[src/rtl/stopwatch_timer.sv]
`default_nettype none
// +--------------------------------------------------------------------------+
// | Module   : stopwatch_timer                                                |
// | Purpose  : MM:SS.CC BCD stopwatch (count up) / timer (count down) with    |
// |            preset load, run control, terminal-count done flag, periodic  |
// |            alarm toggle and a lap-capture FIFO.                          |
// | Ports    : clk_100hz, rst (sync, active-high)                             |
// |            start/stop/clear/load/mode/load_time : run control & preset   |
// |            lap/lap_pop                          : lap FIFO push/pop      |
// |            time_bcd/running/done/wrap/alarm     : time and status        |
// |            lap_time/lap_empty/lap_full/lap_ovf  : lap FIFO head & flags  |
// | Revision : 1.0  initial release                                          |
// +--------------------------------------------------------------------------+
module stopwatch_timer #(
  parameter int TICK_DIV         = 1,
  parameter int ALARM_PERIOD_SEC = 30,
  parameter int LAP_DEPTH        = 4
) (
  input  logic        clk_100hz,
  input  logic        rst,
  input  logic        start,
  input  logic        stop,
  input  logic        clear,
  input  logic        mode,
  input  logic        load,
  input  logic [23:0] load_time,
  input  logic        lap,
  input  logic        lap_pop,
  output logic [23:0] time_bcd,
  output logic        running,
  output logic        done,
  output logic        wrap,
  output logic        alarm,
  output logic [23:0] lap_time,
  output logic        lap_empty,
  output logic        lap_full,
  output logic        lap_ovf
);

  localparam int DIV_W = (TICK_DIV > 1) ? $clog2(TICK_DIV) : 1;
  localparam int PTR_W = $clog2(LAP_DEPTH);
  localparam logic [DIV_W-1:0] DIV_LAST = DIV_W'(TICK_DIV - 1);
  localparam logic [6:0] ALARM_P = 7'(ALARM_PERIOD_SEC);

  typedef enum logic [1:0] {
    S_IDLE  = 2'd0,
    S_RUN   = 2'd1,
    S_PAUSE = 2'd2,
    S_DONE  = 2'd3
  } state_t;

  // Upper limit of each digit, nibble 0 = cs_l ... nibble 5 = min_h.
  function automatic logic [3:0] digit_max(input int i);
    return (i == 3 || i == 5) ? 4'd5 : 4'd9;
  endfunction

  // Returns {carry_out, incremented time}; carry_out marks 59:59.99 -> 0.
  function automatic logic [24:0] bcd_inc(input logic [23:0] t);
    logic [23:0] r;
    logic        c;
    r = t;
    c = 1'b1;
    for (int i = 0; i < 6; i++) begin
      if (c) begin
        if (t[4*i +: 4] == digit_max(i)) begin
          r[4*i +: 4] = 4'd0;
        end else begin
          r[4*i +: 4] = t[4*i +: 4] + 4'd1;
          c = 1'b0;
        end
      end
    end
    return {c, r};
  endfunction

  function automatic logic [23:0] bcd_dec(input logic [23:0] t);
    logic [23:0] r;
    logic        b;
    r = t;
    b = 1'b1;
    for (int i = 0; i < 6; i++) begin
      if (b) begin
        if (t[4*i +: 4] == 4'd0) begin
          r[4*i +: 4] = digit_max(i);
        end else begin
          r[4*i +: 4] = t[4*i +: 4] - 4'd1;
          b = 1'b0;
        end
      end
    end
    return r;
  endfunction

  function automatic logic digits_ok(input logic [23:0] t);
    logic ok;
    ok = 1'b1;
    for (int i = 0; i < 6; i++) begin
      if (t[4*i +: 4] > digit_max(i)) ok = 1'b0;
    end
    return ok;
  endfunction

  state_t             state_q, state_d;
  logic [23:0]        time_q, time_d;
  logic [DIV_W-1:0]   div_q, div_d;
  logic               mode_q, mode_d;
  logic               alarm_q, alarm_d;
  logic               wrap_q, wrap_d;

  logic [23:0]        mem_q [LAP_DEPTH];
  logic [23:0]        mem_d [LAP_DEPTH];
  logic [PTR_W:0]     wr_q, wr_d, rd_q, rd_d;
  logic               ovf_q, ovf_d;

  logic [24:0]        inc_res;
  logic [23:0]        dec_res;
  logic [23:0]        next_t;
  logic [6:0]         secs;
  logic               load_ok;
  logic               fifo_empty, fifo_full, push_req, do_push, do_pop;

  assign inc_res = bcd_inc(time_q);
  assign dec_res = bcd_dec(time_q);
  assign next_t  = mode_q ? dec_res : inc_res[23:0];
  assign secs    = 7'(next_t[15:12]) * 7'd10 + 7'(next_t[11:8]);
  assign load_ok = load && (state_q != S_RUN) && digits_ok(load_time);

  // Control / time path. Priority: clear > load > stop > start; ignored
  // commands fall through so a running counter keeps ticking.
  always_comb begin
    state_d = state_q;
    time_d  = time_q;
    div_d   = div_q;
    mode_d  = mode_q;
    alarm_d = alarm_q;
    wrap_d  = 1'b0;
    if (clear) begin
      state_d = S_IDLE;
      time_d  = 24'h0;
      div_d   = '0;
      alarm_d = 1'b0;
    end else if (load_ok) begin
      time_d = load_time;
      div_d  = '0;
      if (state_q == S_DONE) state_d = S_IDLE;
    end else if (stop && state_q == S_RUN) begin
      state_d = S_PAUSE;
    end else if (start && state_q == S_IDLE && !(mode && time_q == 24'h0)) begin
      state_d = S_RUN;
      mode_d  = mode;
      div_d   = '0;
    end else if (start && state_q == S_PAUSE) begin
      state_d = S_RUN;
    end else if (state_q == S_RUN) begin
      if (div_q == DIV_LAST) begin
        div_d  = '0;
        time_d = next_t;
        wrap_d = !mode_q && inc_res[24];
        if (mode_q && next_t == 24'h0) state_d = S_DONE;
        if (next_t[7:0] == 8'h00 && (secs % ALARM_P) == 7'd0) alarm_d = ~alarm_q;
      end else begin
        div_d = div_q + DIV_W'(1);
      end
    end
  end

  // Lap FIFO: pointers carry one extra wrap bit to tell full from empty.
  assign fifo_empty = (wr_q == rd_q);
  assign fifo_full  = (wr_q[PTR_W] != rd_q[PTR_W]) &&
                      (wr_q[PTR_W-1:0] == rd_q[PTR_W-1:0]);
  assign push_req   = lap && (state_q == S_RUN || state_q == S_PAUSE);
  assign do_pop     = lap_pop && !fifo_empty;
  // When full, a simultaneous pop frees the head slot that the push reuses.
  assign do_push    = push_req && (!fifo_full || do_pop);

  always_comb begin
    mem_d = mem_q;
    wr_d  = wr_q;
    rd_d  = rd_q;
    ovf_d = ovf_q;
    if (clear) begin
      wr_d  = '0;
      rd_d  = '0;
      ovf_d = 1'b0;
    end else begin
      if (do_push) begin
        mem_d[wr_q[PTR_W-1:0]] = time_q;
        wr_d = wr_q + (PTR_W+1)'(1);
      end
      if (do_pop) rd_d = rd_q + (PTR_W+1)'(1);
      if (push_req && fifo_full && !do_pop) ovf_d = 1'b1;
    end
  end

  always_ff @(posedge clk_100hz) begin
    if (rst) begin
      state_q <= S_IDLE;
      time_q  <= 24'h0;
      div_q   <= '0;
      mode_q  <= 1'b0;
      alarm_q <= 1'b0;
      wrap_q  <= 1'b0;
      mem_q   <= '{default: 24'h0};
      wr_q    <= '0;
      rd_q    <= '0;
      ovf_q   <= 1'b0;
    end else begin
      state_q <= state_d;
      time_q  <= time_d;
      div_q   <= div_d;
      mode_q  <= mode_d;
      alarm_q <= alarm_d;
      wrap_q  <= wrap_d;
      mem_q   <= mem_d;
      wr_q    <= wr_d;
      rd_q    <= rd_d;
      ovf_q   <= ovf_d;
    end
  end

  assign time_bcd  = time_q;
  assign running   = (state_q == S_RUN);
  assign done      = (state_q == S_DONE);
  assign wrap      = wrap_q;
  assign alarm     = alarm_q;
  assign lap_time  = mem_q[rd_q[PTR_W-1:0]];
  assign lap_empty = fifo_empty;
  assign lap_full  = fifo_full;
  assign lap_ovf   = ovf_q;

endmodule
`default_nettype wire

[config.mk]
export PLATFORM = sky130hd
export DESIGN_NAME = stopwatch_timer
export DESIGN_NICKNAME = d
export VERILOG_FILES = /design/src/rtl/stopwatch_timer.sv
export SDC_FILE = /design/constraint.sdc
export NUM_CORES = 1
export LEC_CHECK = 0
export ABC_AREA = 1
export BUFFER_PORTS_ARGS = -buffer_cell sky130_fd_sc_hd__buf_2
export CAP_MARGIN = 20
export CORE_MARGIN = 3
export CORE_UTILIZATION = 59
export CTS_CLUSTER_SIZE = 30
export DETAILED_ROUTE_END_ITERATION = 10
export GPL_TIMING_DRIVEN = 1
export PLACE_DENSITY = 0.77
export SLEW_MARGIN = 40
export SYNTH_ARGS = -nofsm -noshare
export SYNTH_HDL_FRONTEND = slang
export SYNTH_SLANG_ARGS = --single-unit
[constraint.sdc]
create_clock -name clk_100hz -period 6.2 [get_ports clk_100hz]
set_input_delay 0.62 -clock clk_100hz [delete_from_list [all_inputs] [get_ports clk_100hz]]
set_output_delay 0.62 -clock clk_100hz [all_outputs]
set_load 0.05 [all_outputs]
**Word level (Yosys, flattened, before mapping)**

Index checks and enable logic that the tools add are counted.

- Bits in registers: 133
- Input port bits: 33
- Output and inout port bits: 55
- Logic and storage cells: 191

- $add $sub $neg: 16
- Multipliers: 1
- Divide/modulo/power cells: 1
- Order comparisons: 9
- Equal/unequal tests: 20
- Muxes and demuxes: 73
- Bitwise gates (word level): 10
- Reduce and logical (&&, ||, !) cells: 48

Operators with widths:

| cell | count |
|---|---|
| $mux W24 | 10 |
| $bwmux W96 | 1 |
| $mux W4 | 22 |
| $bmux W24 S2 | 1 |
| $demux W24 S2 | 1 |
| $logic_not A24 Y1 | 2 |
| $mux W1 | 30 |
| $add A4 B1 Y4 const B | 6 |
| $logic_not A4 Y1 | 6 |
| $sub A4 B1 Y4 const B | 6 |
| $logic_and A1 B1 Y1 | 17 |
| $eq A4 B4 Y1 const B | 4 |
| $gt A4 B4 Y1 const B | 4 |
| $mux W2 | 8 |
| $ne A2 B2 Y1 const B | 5 |
| $reduce_bool A5 Y1 | 2 |
| $eq A4 B3 Y1 const B | 2 |
| $gt A4 B3 Y1 const B | 2 |
| $logic_not A8 Y1 | 1 |
| $not A1 Y1 | 8 |
| $reduce_and A4 Y1 | 2 |
| $reduce_or A8 Y1 | 1 |
| $add A7 B4 Y7 | 1 |
| $logic_not A7 Y1 | 1 |
| 24 further kinds | 35 |

**Longest topological paths before layout**

- Depth in word-level cells: 17
- Depth in mapped cells: 36
- Mapped depth without buffers: 36

**Worst setup path after synthesis**

No wires, ideal clock.

- Path kind: flip-flop to flip-flop
- Start: reg time_q[12] (netlist: time_bcd[12])
- End: reg alarm_q (netlist: alarm)
- Library setup time: 117 ps
- Arrival time: 4754 ps
- Required time: 6083 ps
- Slack: 1330 ps
- Stages on the path, launching flop included: 33
- Buffers on the path: 0
- Clock period less this slack: 4870 ps
- Cell sequence: dfxtp_1 clkinv_1 ha_1 inv_1 nor3_2 o31ai_1 a22oi_1 inv_1 ha_1 ha_1 inv_1 fa_1 nor2_1 inv_1 o211ai_1 nand2_1 inv_1 nand3_2 nand2_4 nand2_4 nand2_2 nand3_2 nand2_2 inv_2 ha_1 inv_1 nand2_1 nand2_1 nand2_1 nor2_1 nand4_1 nand2_1 nor2_1

- Longest elaborated chain between the ends: 10
- Elaborated cells on any way between the ends: 20
- Those cells by class: add/sub (3); mul (1); div (1); eq/ne (1); mux (5); bitwise (1); reduce/logical (8)

Ends and longest elaborated chain:

| what | RTL line | source |
|---|---|---|
| start: declaration | 104 | `logic [23:0] time_q, time_d;` |
| start signal: assignment | 209 | `time_q <= time_d;` |
| $add A4 B1 Y4, or another cell as far along | 68 | `r[4*i +: 4] = t[4*i +: 4] + 4'd1;` |
| $mux W4, on equally long branches | 65, 83 |  |
| $mux W4, on equally long branches | 64, 82 |  |
| $mux W24 | 124 | `assign next_t = mode_q ? dec_res : inc_res[23:0];` |
| $mul A4 B3 Y6 | 125 | `assign secs = 7'(next_t[15:12]) * 7'd10 + 7'(next_t[11:8]);` |
| $add A7 B4 Y7 | 125 |  |
| $mod A7 B5 Y7 | 160 | `if (next_t[7:0] == 8'h00 && (secs % ALARM_P) == 7'd0) alarm_d = ~alarm_q;` |
| $logic_not A7 Y1 | 160 |  |
| $logic_and A1 B1 Y1 | 160 |  |
| $reduce_and A7 Y1 (no line) (*) | n/a |  |
| end signal: assignment | 212 | `alarm_q <= alarm_d;` |
| end: declaration | 107 | `logic alarm_q, alarm_d;` |

Every way passes the cells marked *; elsewhere a longest branch is shown, timed or not.
A chain may end at the register's enable or synchronous reset.

**Worst setup path in the final report**

- Start: reg time_q[13] (netlist: time_bcd[13])
- End: reg alarm_q (netlist: alarm)

Same word-level chain as after synthesis.

==> flow_summary.toml <==
[cells_and_area]
multi_input_area_sq_um = 4370
drive_above_1_share_pct = 15.5
finalNonFillerCells = 1379
fill_cells = 1124
postLayoutCellArea_sq_um = 8690
final-seq-area_sq_um = 2640
antenna_cells = 0
finalNetCount = 1252
area_growth_pct = 13.8

[synth]
synth_top_cells_by_count = "292 x nor2_1, 152 x nand2_1, 132 x dfxtp_1, 125 x a21oi_1, 83 x o21ai_0"
synth_top_area_share_pct = 34.6
syn_avg_cell_area_sq_um = 6.70
synth-seq-cells = 132
synth.cell_area_sq_um = 7630
yosys_warnings = 0
ys_seq_area_share_pct = 34.6
yosysMostFrequentCell = "nor2_1"
ys_types = 53
async_flop_share_pct = 0
synth_flop_cell = "dfxtp_1"
yosysTopAreaCell = "dfxtp_1"
synthTopCellsByArea = "dfxtp_1 35%, nor2_1 14%, a21oi_1 8.2%, nand2_1 7.5%, o21ai_0 5.4%"
synth_edf_count = 0
synthesis.nets = 1194
syn_inst = 1140

[clocking]
clock_path_buffers = 2
cts_setup_buffers = 0
clkTransAtPathRegs_ps = 60
cts.sinks = 132
htree_levels = 4
tritoncts = "done"
worstSkewPairLatency_ps = 420
cts_buffers = 17
cts_hold_buffers = 0
ctsResizeCount = 0
clock-root-buffer = "clkbuf_16"

[detailed_routing]
ant_nets = 0
dr.pass1.iters = 6
drcViolationCount = 0
num_vias = 7780
drt_iter0_drc = 663
routed_wl_microns = 21000
wire_per_inst_microns = 15.2
vias_per_cell = 5.64

[timing]
setup_slack_ps = 1340
slew_headroom_pct = 45.9
worst_pin_slew_ps = 807
finalSetupTns_ps = 0
setup-violations-final = 0
rsz0062_at_grt = "no"
hold_viol = 0
timing.fmax_ghz = 0.206
min_period_over_period_pct = 78.4
drv_slew = 0
fin_crit_ps = 4860
hold_ws_ps = 472
fin_skew_ps = 9.44

[global_route]
grt_antenna_before_repair = 0
grt_usage_pct = 29.5
overflow = 0
grt_pass1_vias = 7141
grt_max_degree = 59
grt_pass1_wl_microns = 34300

[place]
io_buffers = 87
dp_slack_ps = 1340
placed_area_sq_um = 8110
dp.cells = 1347
hpwl_microns = 14000
place_congestion = 0.890

[worst_setup_path]
cpMaxStageDelayCell = "fa_1"
cp_max_fo = 8
path_common_cell = "inv_1"
cp-end-kind = "flop"
critPathKind = "flop to flop"
arrival_ps = 5170
slowest_delay_ps = 460
startpoint_type = "flop"
required_ps = 6510
r2r_slack_ps = 1340

[pwr]
max-vdd-ir-drop_v = 0.000225
power.density_nw_per_um2 = 224
p_leak_nw = 3.82

[floorplanning]
std_cell_rows = 40
die_w_microns = 120
fp.dieH_microns = 120
initial_core_util_pct = 62.0
die_area_sq_um = 14300
coreArea_sq_um = 12300
pin_count = 88

[outcome]
outcome = "finished clean"

[flow_run]
cap_violations = 0

[worst_hold_path]
min_path_type = "flop to flop"
==> logic make-up after synthesis <==
group	share of synthesized area [%]
DFF	34.6
xor gates and xnor gates	1.93
adders and majority gates	3.64
buffers and inverters	8.13
and+or+nand+nor	31.0
AOI/OAI and AO/OA	20.7
==> metal layers <==
metal  vias up  track usage, %  wire length [microns]
met5         -               0                      0
met4         0            10.1                    439
met3        30            6.93                   1580
met2       310            48.5                   9890
met1      3550            38.0                   9070
li1       3890               -                      -
==> stage by stage <==
| step | total power [mW] | utilization, % |
|---|---|---|
| after CTS | 1.95 | 70.6 |
| after detailed placement | 0.985 | 65.9 |
| after global placement | 0.984 | 65.8 |
| after floorplan | 0.952 | - |
| after global routing | 2.01 | 70.6 |
| final | 1.95 | 70.6 |
==> registers in the layout, summed over array words and instances (netlist names) <==
register and cells:
rd_q 3, alarm 1, state_q 2, wr_q 3, mem_q 96, mode_q 1, time_bcd 24, lap_ovf 1
wrap 1
==> final timing paths <==
kind	start	endpoint	cells past startpoint
min reg2reg	lap_ovf$_SDFFE_PP0P_	lap_ovf$_SDFFE_PP0P_	1
min	lap_ovf$_SDFFE_PP0P_	lap_ovf$_SDFFE_PP0P_	1
max	time_bcd[13]$_SDFFE_PP0P_	alarm$_SDFFE_PP0P_	34
max reg2reg	time_bcd[13]$_SDFFE_PP0P_	alarm$_SDFFE_PP0P_	34
==> final cells by class <==
cell class | instances | area share, %
clock inverters | 13 | 1.44
well taps | 168 | 2.42
inverters | 95 | 4.19
clock buffers | 19 | 5.21
multi-input cells | 854 | 50.4
repair buffers | 98 | 5.96
flip-flops and latches | 132 | 30.4
==> report_power, final <==
part,total [mW],switching [mW],internal (mW)
Sequential,0.851,0.00182,0.849
Clock,0.979,0.402,0.577
Combinational,0.117,0.0813,0.0352
==> cells in the final DEF (no fill, tap or decap), types with 2 or more instances in the layout <==
cell	n
nand2_2	9
nand3_1	31
a221oi_1	2
clkinv_4	4
clkbuf_16	17
nor2_4	4
o21ai_1	3
a22oi_1	5
o221ai_1	4
dfxtp_1	132
nor4_1	2
nor2_8	4
nand2_1	152
o21ai_0	83
o31ai_1	2
inv_1	74
xor2_1	14
fa_1	2
nand4_1	10
nand4_4	2
buf_2	87
ha_1	19
nand3_2	5
clkinvlp_4	5
nor2_2	2
o211ai_1	10
clkbuf_8	2
nor3_1	6
nor3_2	2
inv_6	3
a21oi_1	125
buf_4	11
nor2_1	291
nand2_4	11
inv_2	12
clkinv_1	7
o22ai_1	24
a31oi_1	15
==> worst max-delay path: cells and delay by family, from the launching register on <==
family | cells | cell delay, ps
and+or+nand+nor | 19 | 1830
AOI/OAI and AO/OA | 2 | 390
DFF | 1 | 370
buffers and inverters | 8 | 750
adders and majority gates | 5 | 1400
No activity file was read; power rests on OpenSTA's default activity.
